===== config.mk =====
export PLATFORM = sky130hd
export DESIGN_NAME = pdu_dbus_arbiter
export DESIGN_NICKNAME = d
export VERILOG_FILES = /design/src/rtl/pdu_dbus_arbiter.sv
export SDC_FILE = /design/constraint.sdc
export NUM_CORES = 1
export LEC_CHECK = 0
export BUFFER_PORTS_ARGS = -buffer_cell sky130_fd_sc_hd__buf_2
export CAP_MARGIN = 10
export CORE_MARGIN = 10
export CORE_UTILIZATION = 41
export CTS_BUF_LIST = sky130_fd_sc_hd__clkbuf_8
export DETAILED_ROUTE_END_ITERATION = 6
export PLACE_DENSITY = 0.91
export SYNTH_ARGS = -nofsm -noshare
export SYNTH_HDL_FRONTEND = slang
export SYNTH_SLANG_ARGS = --single-unit

===== constraint.sdc =====
create_clock -name clk -period 2.4 [get_ports clk]
set_input_delay 0.24 -clock clk [delete_from_list [all_inputs] [get_ports clk]]
set_output_delay 0.24 -clock clk [all_outputs]
set_load 0.01 [all_outputs]

===== src/rtl/pdu_dbus_arbiter.sv =====
// PDU data-bus arbiter: shares the single PDU data master port between the
// soft-core load/store unit (m0) and the host debug/loader engine (m1).
// Round-robin grant with an optional bounded lock for bursts. Read data is
// registered and returned one cycle after the accepted transfer.
module pdu_dbus_arbiter #(
  parameter int unsigned LOCK_MAX = 16
) (
  input  logic        clk,
  input  logic        rstn,

  input  logic        m0_req,
  input  logic        m0_lock,
  input  logic [31:0] m0_addr,
  input  logic [31:0] m0_wdata,
  input  logic        m0_we,
  output logic        m0_ack,
  output logic        m0_rvalid,
  output logic [31:0] m0_rdata,

  input  logic        m1_req,
  input  logic        m1_lock,
  input  logic [31:0] m1_addr,
  input  logic [31:0] m1_wdata,
  input  logic        m1_we,
  output logic        m1_ack,
  output logic        m1_rvalid,
  output logic [31:0] m1_rdata,

  output logic [31:0] pdu_daddr,
  output logic [31:0] pdu_dwdata,
  output logic        pdu_dwe,
  input  logic [31:0] pdu_drdata,

  output logic [1:0]  grant_id
);

  // Encoding doubles as the grant_id value.
  typedef enum logic [1:0] {
    StIdle = 2'd0,
    StGnt0 = 2'd1,
    StGnt1 = 2'd2
  } state_e;

  state_e      state_q;
  logic        last_owner_q;  // 0 = m0 held the bus last, 1 = m1
  logic [7:0]  burst_cnt_q;
  logic        m0_rvalid_q;
  logic        m1_rvalid_q;
  logic [31:0] m0_rdata_q;
  logic [31:0] m1_rdata_q;

  logic        xfer0;
  logic        xfer1;
  logic [8:0]  burst_next;
  logic        limit_hit;
  logic [7:0]  burst_sat;

  // Transfer qualifiers and burst-limit arithmetic.
  always_comb begin
    xfer0      = (state_q == StGnt0) && m0_req;
    xfer1      = (state_q == StGnt1) && m1_req;
    burst_next = {1'b0, burst_cnt_q} + 9'd1;
    // Compare the count including the current transfer against the limit.
    limit_hit  = burst_next >= 9'(LOCK_MAX);
    burst_sat  = (burst_cnt_q == 8'hFF) ? 8'hFF : burst_next[7:0];
  end

  // Bus mux and acks decoded from state; reset gates acks and write enable.
  always_comb begin
    pdu_daddr  = 32'd0;
    pdu_dwdata = 32'd0;
    pdu_dwe    = 1'b0;
    m0_ack     = 1'b0;
    m1_ack     = 1'b0;
    if (xfer0) begin
      pdu_daddr  = m0_addr;
      pdu_dwdata = m0_wdata;
      pdu_dwe    = m0_we & rstn;
      m0_ack     = rstn;
    end else if (xfer1) begin
      pdu_daddr  = m1_addr;
      pdu_dwdata = m1_wdata;
      pdu_dwe    = m1_we & rstn;
      m1_ack     = rstn;
    end
    grant_id  = state_q;
    m0_rvalid = m0_rvalid_q;
    m1_rvalid = m1_rvalid_q;
    m0_rdata  = m0_rdata_q;
    m1_rdata  = m1_rdata_q;
  end

  // Grant FSM with burst counter, round-robin memory and read-return registers.
  always_ff @(posedge clk) begin
    if (!rstn) begin
      state_q      <= StIdle;
      last_owner_q <= 1'b1;
      burst_cnt_q  <= 8'd0;
      m0_rvalid_q  <= 1'b0;
      m1_rvalid_q  <= 1'b0;
      m0_rdata_q   <= 32'd0;
      m1_rdata_q   <= 32'd0;
    end else begin
      m0_rvalid_q <= 1'b0;
      m1_rvalid_q <= 1'b0;
      unique case (state_q)
        StIdle: begin
          burst_cnt_q <= 8'd0;
          if (m0_req && m1_req) begin
            state_q <= last_owner_q ? StGnt0 : StGnt1;
          end else if (m0_req) begin
            state_q <= StGnt0;
          end else if (m1_req) begin
            state_q <= StGnt1;
          end
        end

        StGnt0: begin
          if (m0_req) begin
            if (!m0_we) begin
              m0_rvalid_q <= 1'b1;
              m0_rdata_q  <= pdu_drdata;
            end
            if (m1_req && (!m0_lock || limit_hit)) begin
              state_q      <= StGnt1;
              burst_cnt_q  <= 8'd0;
              last_owner_q <= 1'b0;
            end else begin
              burst_cnt_q <= burst_sat;
            end
          end else begin
            state_q      <= m1_req ? StGnt1 : StIdle;
            burst_cnt_q  <= 8'd0;
            last_owner_q <= 1'b0;
          end
        end

        StGnt1: begin
          if (m1_req) begin
            if (!m1_we) begin
              m1_rvalid_q <= 1'b1;
              m1_rdata_q  <= pdu_drdata;
            end
            if (m0_req && (!m1_lock || limit_hit)) begin
              state_q      <= StGnt0;
              burst_cnt_q  <= 8'd0;
              last_owner_q <= 1'b1;
            end else begin
              burst_cnt_q <= burst_sat;
            end
          end else begin
            state_q      <= m0_req ? StGnt0 : StIdle;
            burst_cnt_q  <= 8'd0;
            last_owner_q <= 1'b1;
          end
        end

        default: begin
          state_q     <= StIdle;
          burst_cnt_q <= 8'd0;
        end
      endcase
    end
  end

endmodule


**Word level (Yosys, flattened, before mapping)**

Index checks and enable logic that the tools add are counted.
W data, S select, Z words.

- Bits in registers: 77
- Bits of input ports: 168
- Output and inout port bits: 135
- Logic and storage cells: 69

- Add/sub/neg operators: 1
- $lt $le $gt $ge: 1
- Equal/unequal tests: 6
- Multiplexer cells: 33
- Bitwise operators: 4
- Reduce and logical (&&, ||, !) cells: 17

Operator list:

| kind | number |
|---|---|
| $mux W32 | 4 |
| $mux W8 | 5 |
| $mux W2 | 9 |
| $reduce_and A3 Y1 | 6 |
| $pmux W8 S2 | 1 |
| $mux W1 | 12 |
| $add A8 B1 Y9 const B | 1 |
| $ge A9 B5 Y1 const B | 1 |
| $eq A8 B8 Y1 const B | 1 |
| $ne A3 B2 Y1 const B | 2 |
| $pmux W2 S3 | 1 |
| $logic_and A1 B1 Y1 | 5 |
| $ne A4 B4 Y1 const B | 1 |
| $and A1 B1 Y1 | 2 |
| $eq A2 B1 Y1 const B | 1 |
| $eq A2 B2 Y1 const B | 1 |
| $logic_not A1 Y1 | 2 |
| $logic_not A2 Y1 | 1 |
| $logic_or A1 B1 Y1 | 2 |
| $not A1 Y1 | 2 |
| $pmux W1 S2 | 1 |
| $reduce_bool A2 Y1 | 1 |

**Depth between registers and ports, before layout**

- Depth in word-level cells: 7
- Mapped depth: 9

**Worst setup path before layout**

OpenSTA, ideal clock, no wires.

- Kind: register to output
- Start point: register state_q[1], in the netlist grant_id[1]
- End point: output pdu_daddr[0]
- Arrival: 1,710 ps
- Data required time: 2,160 ps
- Path slack: 450 ps
- Cell stages (with the launch flop): 9
- Path buffers: 3
- Path through: dfxtp_1 -> inv_1 -> ha_1 -> and2_1 -> clkbuf_2 -> nor2_1 -> buf_2 -> buf_2 -> a22o_1

- Word-level cells in the longest chain between the ends: 4
- Elaborated cells between the ends (all ways): 6

Ends and longest elaborated chain:

| element | RTL line | source |
|---|---|---|
| from (decl) | 44 | `state_e state_q;` |
| from (signal assigned) | 96 | `state_q <= StIdle;` |
| from (signal assigned) | 110 | `state_q <= last_owner_q ? StGnt0 : StGnt1;` |
| from (signal assigned) | 112 | `state_q <= StGnt0;` |
| $eq A2 B2 Y1 | 61 | `xfer1 = (state_q == StGnt1) && m1_req;` |
| $logic_and A1 B1 Y1 | 61 |  |
| $mux W32 | 80 | `end else if (xfer1) begin` |
| $mux W32 (*) | 75 | `if (xfer0) begin` |
| to (decl) | 29 | `output logic [31:0] pdu_daddr,` |

Every way passes the cells marked *; elsewhere a longest branch is shown, timed or not.

**Worst setup path after layout**

- Start point: register state_q[1], in the netlist grant_id[1]
- End point: output pdu_daddr[14]

Same word-level chain as after synthesis.

==> results.toml <==
[synthesis]
yosys.area_share.simple_pct = 19.79
yosys_warnings = 0
netlist_instances = 463
synth_fa_ha_area_share_pct = 1.937
synth_edf_count = 0
synthMuxAreaShare_pct = 0.2582
yosysSeqAreaShare_pct = 39.77
synth_xor_area_share_pct = 0.6779
async_flop_share_pct = 0
netlist_area_mm2 = 0.003876
synthesis.nets = 637
synth_top_family_by_area = "compound AO/OA/AOI/OAI gates"
syn_avg_cell_area_um2 = 8.372
ys_seq_elements = 77
ys_types = 48
synth-compound-area-share_pct = 32.60
ys.flop_type = "dfxtp_1"

[clock_network]
cts-buffers-inserted = 9
cts_tree = "done"
htree_levels = 3
clock-sinks = 77
cts-root-buf = "clkbuf_8"
clock_latency_ns = 0.34
cts_buffer_depth = 2
clkSlewWorstSetupHoldPaths_ns = 0.08

[critical_path]
cp.required_ns = 2.16
critical_path.max_stage_delay_ns = 0.38
path_cells = "inv_1 > ha_1 > and2_2 > nor2_4 > buf_4 > clkbuf_16 > a22o_1 > buf_2"
path_buf_inv = 4
cp_slowest_cell = "dfxtp_4"
cp_max_fo = 18
cp_data_arrival_time_ns = 2.03
end_kind = "output pin"
path_delay_family = "buffers and inverters"
critPathLaunchType = "flip-flop"
critPathKind = "reg2out"

[floorplan]
ioPinCount = 303
die_h_um = 117.2
core-area_mm2 = 0.009240
die_w_um = 117.2
placementRows = 35
start_util_pct = 41.95
die-area_mm2 = 0.01374

[sta]
fin_skew_ns = 0.005291
worstMarginPinSlew_ns = 0.4687
setup_viol = 0
drv_slew = 0
period_needed_ns = 2.269
fin_ws_ns = 0.1314
hold_viol = 0
tns_ns = 0
fmax_mhz = 440.8
rsz0062_at_grt = "no"
min_period_over_period_pct = 94.53
slew_headroom_pct = 68.75

[layout]
drive_above_1_share_pct = 46.34
fin_nets = 920
fill_cells = 815
postLayoutCoreUtil_pct = 62.32
multi_input_comb_area_mm2 = 0.002158
ff_latch_area_mm2 = 0.001546
flow.area_growth_from_synthesis_pct = 48.55

[routing]
routed_wl_um = 17600
via_per_inst = 5.102
drt_iter0_markers = 568
route.detailed.drc = 0
ant_nets = 0
wire_per_inst_um = 19.95
num_vias = 4500
first_pass_iters = 4

[global_route]
grt_max_degree = 66
grt_pass1_wl_um = 24280
grt_pass1_vias = 4395
grt_usage_pct = 22.81
antenna_found_initial = 0
overflow = 0

[status]
status = "finished, final reports clean"

[job]
maxCapViolCount = 0

[placement]
dp_slack_ns = 0.3520
place_congestion = 0.8776
dpl.hpwl_um = 14250
port_buffers = 302

[worst_hold_path]
hold_class = "in2reg"

[power_and_ir_drop]
irDropWorstVdd_uv = 438.1
power_w = 0.004067
p_per_area_mw_per_mm2 = 706.3
p_leak_nw = 2.794
final cells by class:
cell class                 count  share of cell area, %
clock inverter                 6                  1.478
inverter                       4                 0.2608
timing repair buffer         313                  28.64
sequential                    77                  26.86
clock buffer                  10                  2.390
antenna                        2                0.08692
multi-input combinational    341                  37.48
tap                          129                  2.803
Yosys cell counts (all sizes together), types with 3 or more instances:
| cell | count | area (µm²) |
|---|---|---|
| ha | 6 | 75.07 |
| nor2b | 5 | 31.28 |
| a22o | 64 | 560.5 |
| nor2 | 7 | 26.28 |
| inv | 4 | 15.01 |
| and3 | 3 | 23.77 |
| o21ai | 4 | 20.02 |
| clkbuf | 24 | 92.59 |
| dfxtp | 77 | 1541 |
| a21boi | 64 | 480.5 |
| nand3 | 4 | 37.54 |
| buf | 17 | 85.07 |
| nand4 | 3 | 33.78 |
| and2 | 5 | 31.28 |
| nand2 | 137 | 516.8 |
| a31oi | 3 | 18.77 |
| a21oi | 8 | 40.04 |
worst min-delay path, stage by stage:
cell and delay, ns:
buf_2 0.10, nand2_1 0.04, a21boi_0 0.06
power by group:
part,leakage [nW],internal [W],switching (W),total [W]
sequential,0.623,0.00137,0.0000620,0.00144
clock,0.114,0.000613,0.000480,0.00109
combinational,2.06,0.000673,0.000865,0.00154
cell families after synthesis:
family | after synthesis
simple gates | 173
compound gates | 158
fa+ha+maj | 6
buf+inv | 45
flops | 77
xor+xnor | 3
mux | 1
metrics by stage:
step	instances	hold WS [ns]	area, µm²
global route	880	0.1416	5753
finish	882	0.1472	5758
detailed placement	862	0.4528	5478
CTS	878	0.1316	5707
global placement	862	0.4470	5478
floorplan	463	0.3849	3876
state kept, by name (all words and copies together), names as in the netlist:
signal,flops
burst_cnt_q,8
grant_id,2
last_owner_q,1
m0_rdata,32
m0_rvalid,1
m1_rdata,32
m1_rvalid,1
cell usage in the layout, fill, tap and decap left out, types with 3 or more instances in the layout:
master	synthesis	final
nand2_1	136	136
buf_4	2	7
ha_1	6	6
nor2b_1	5	4
nor2_1	7	5
a31oi_1	3	3
and2_1	5	4
o21ai_0	4	4
a22o_1	64	62
dfxtp_1	77	75
a21boi_0	64	64
clkbuf_8	0	10
a21oi_1	8	8
inv_1	4	5
buf_2	11	302
buf_12	0	3
metal layers:
| metal | GRT usage, % | vias up | wire, µm |
|---|---|---|---|
| li1 | - | 2196 | - |
| met1 | 26.19 | 2057 | 6568 |
| met2 | 39.32 | 229 | 8709 |
| met3 | 9.429 | 18 | 2095 |
| met4 | 3.789 | 0 | 224 |
| met5 | 0 | - | 0 |
path summary, 6_finish.rpt:
check | endpoint | depth (start not counted) | startpoint | slack [ns]
max | pdu_daddr[14] | 8 | grant_id[1]$_SDFFE_PN0P_ | 0.13
min | m0_rdata[25]$_SDFFE_PN0P_ | 3 | pdu_drdata[25] | 0.15
max reg2reg | grant_id[1]$_SDFFE_PN0P_ | 6 | burst_cnt_q[0]$_SDFF_PN0_ | 0.47
min reg2reg | m1_rdata[2]$_SDFFE_PN0P_ | 2 | m1_rdata[2]$_SDFFE_PN0P_ | 0.46
timing repair:
item / in CTS / in global routing
endpoints found under the setup margin: 3 / 43
pin swaps: 0 / 1
hold buffers: 0 / 0
cloned: 0 / 1
gates resized for setup: 3 / 5
endpoints found under the hold margin: 0 / 0
setup buffers: 0 / 1
Note: power is estimated with default switching activity, not from simulation.
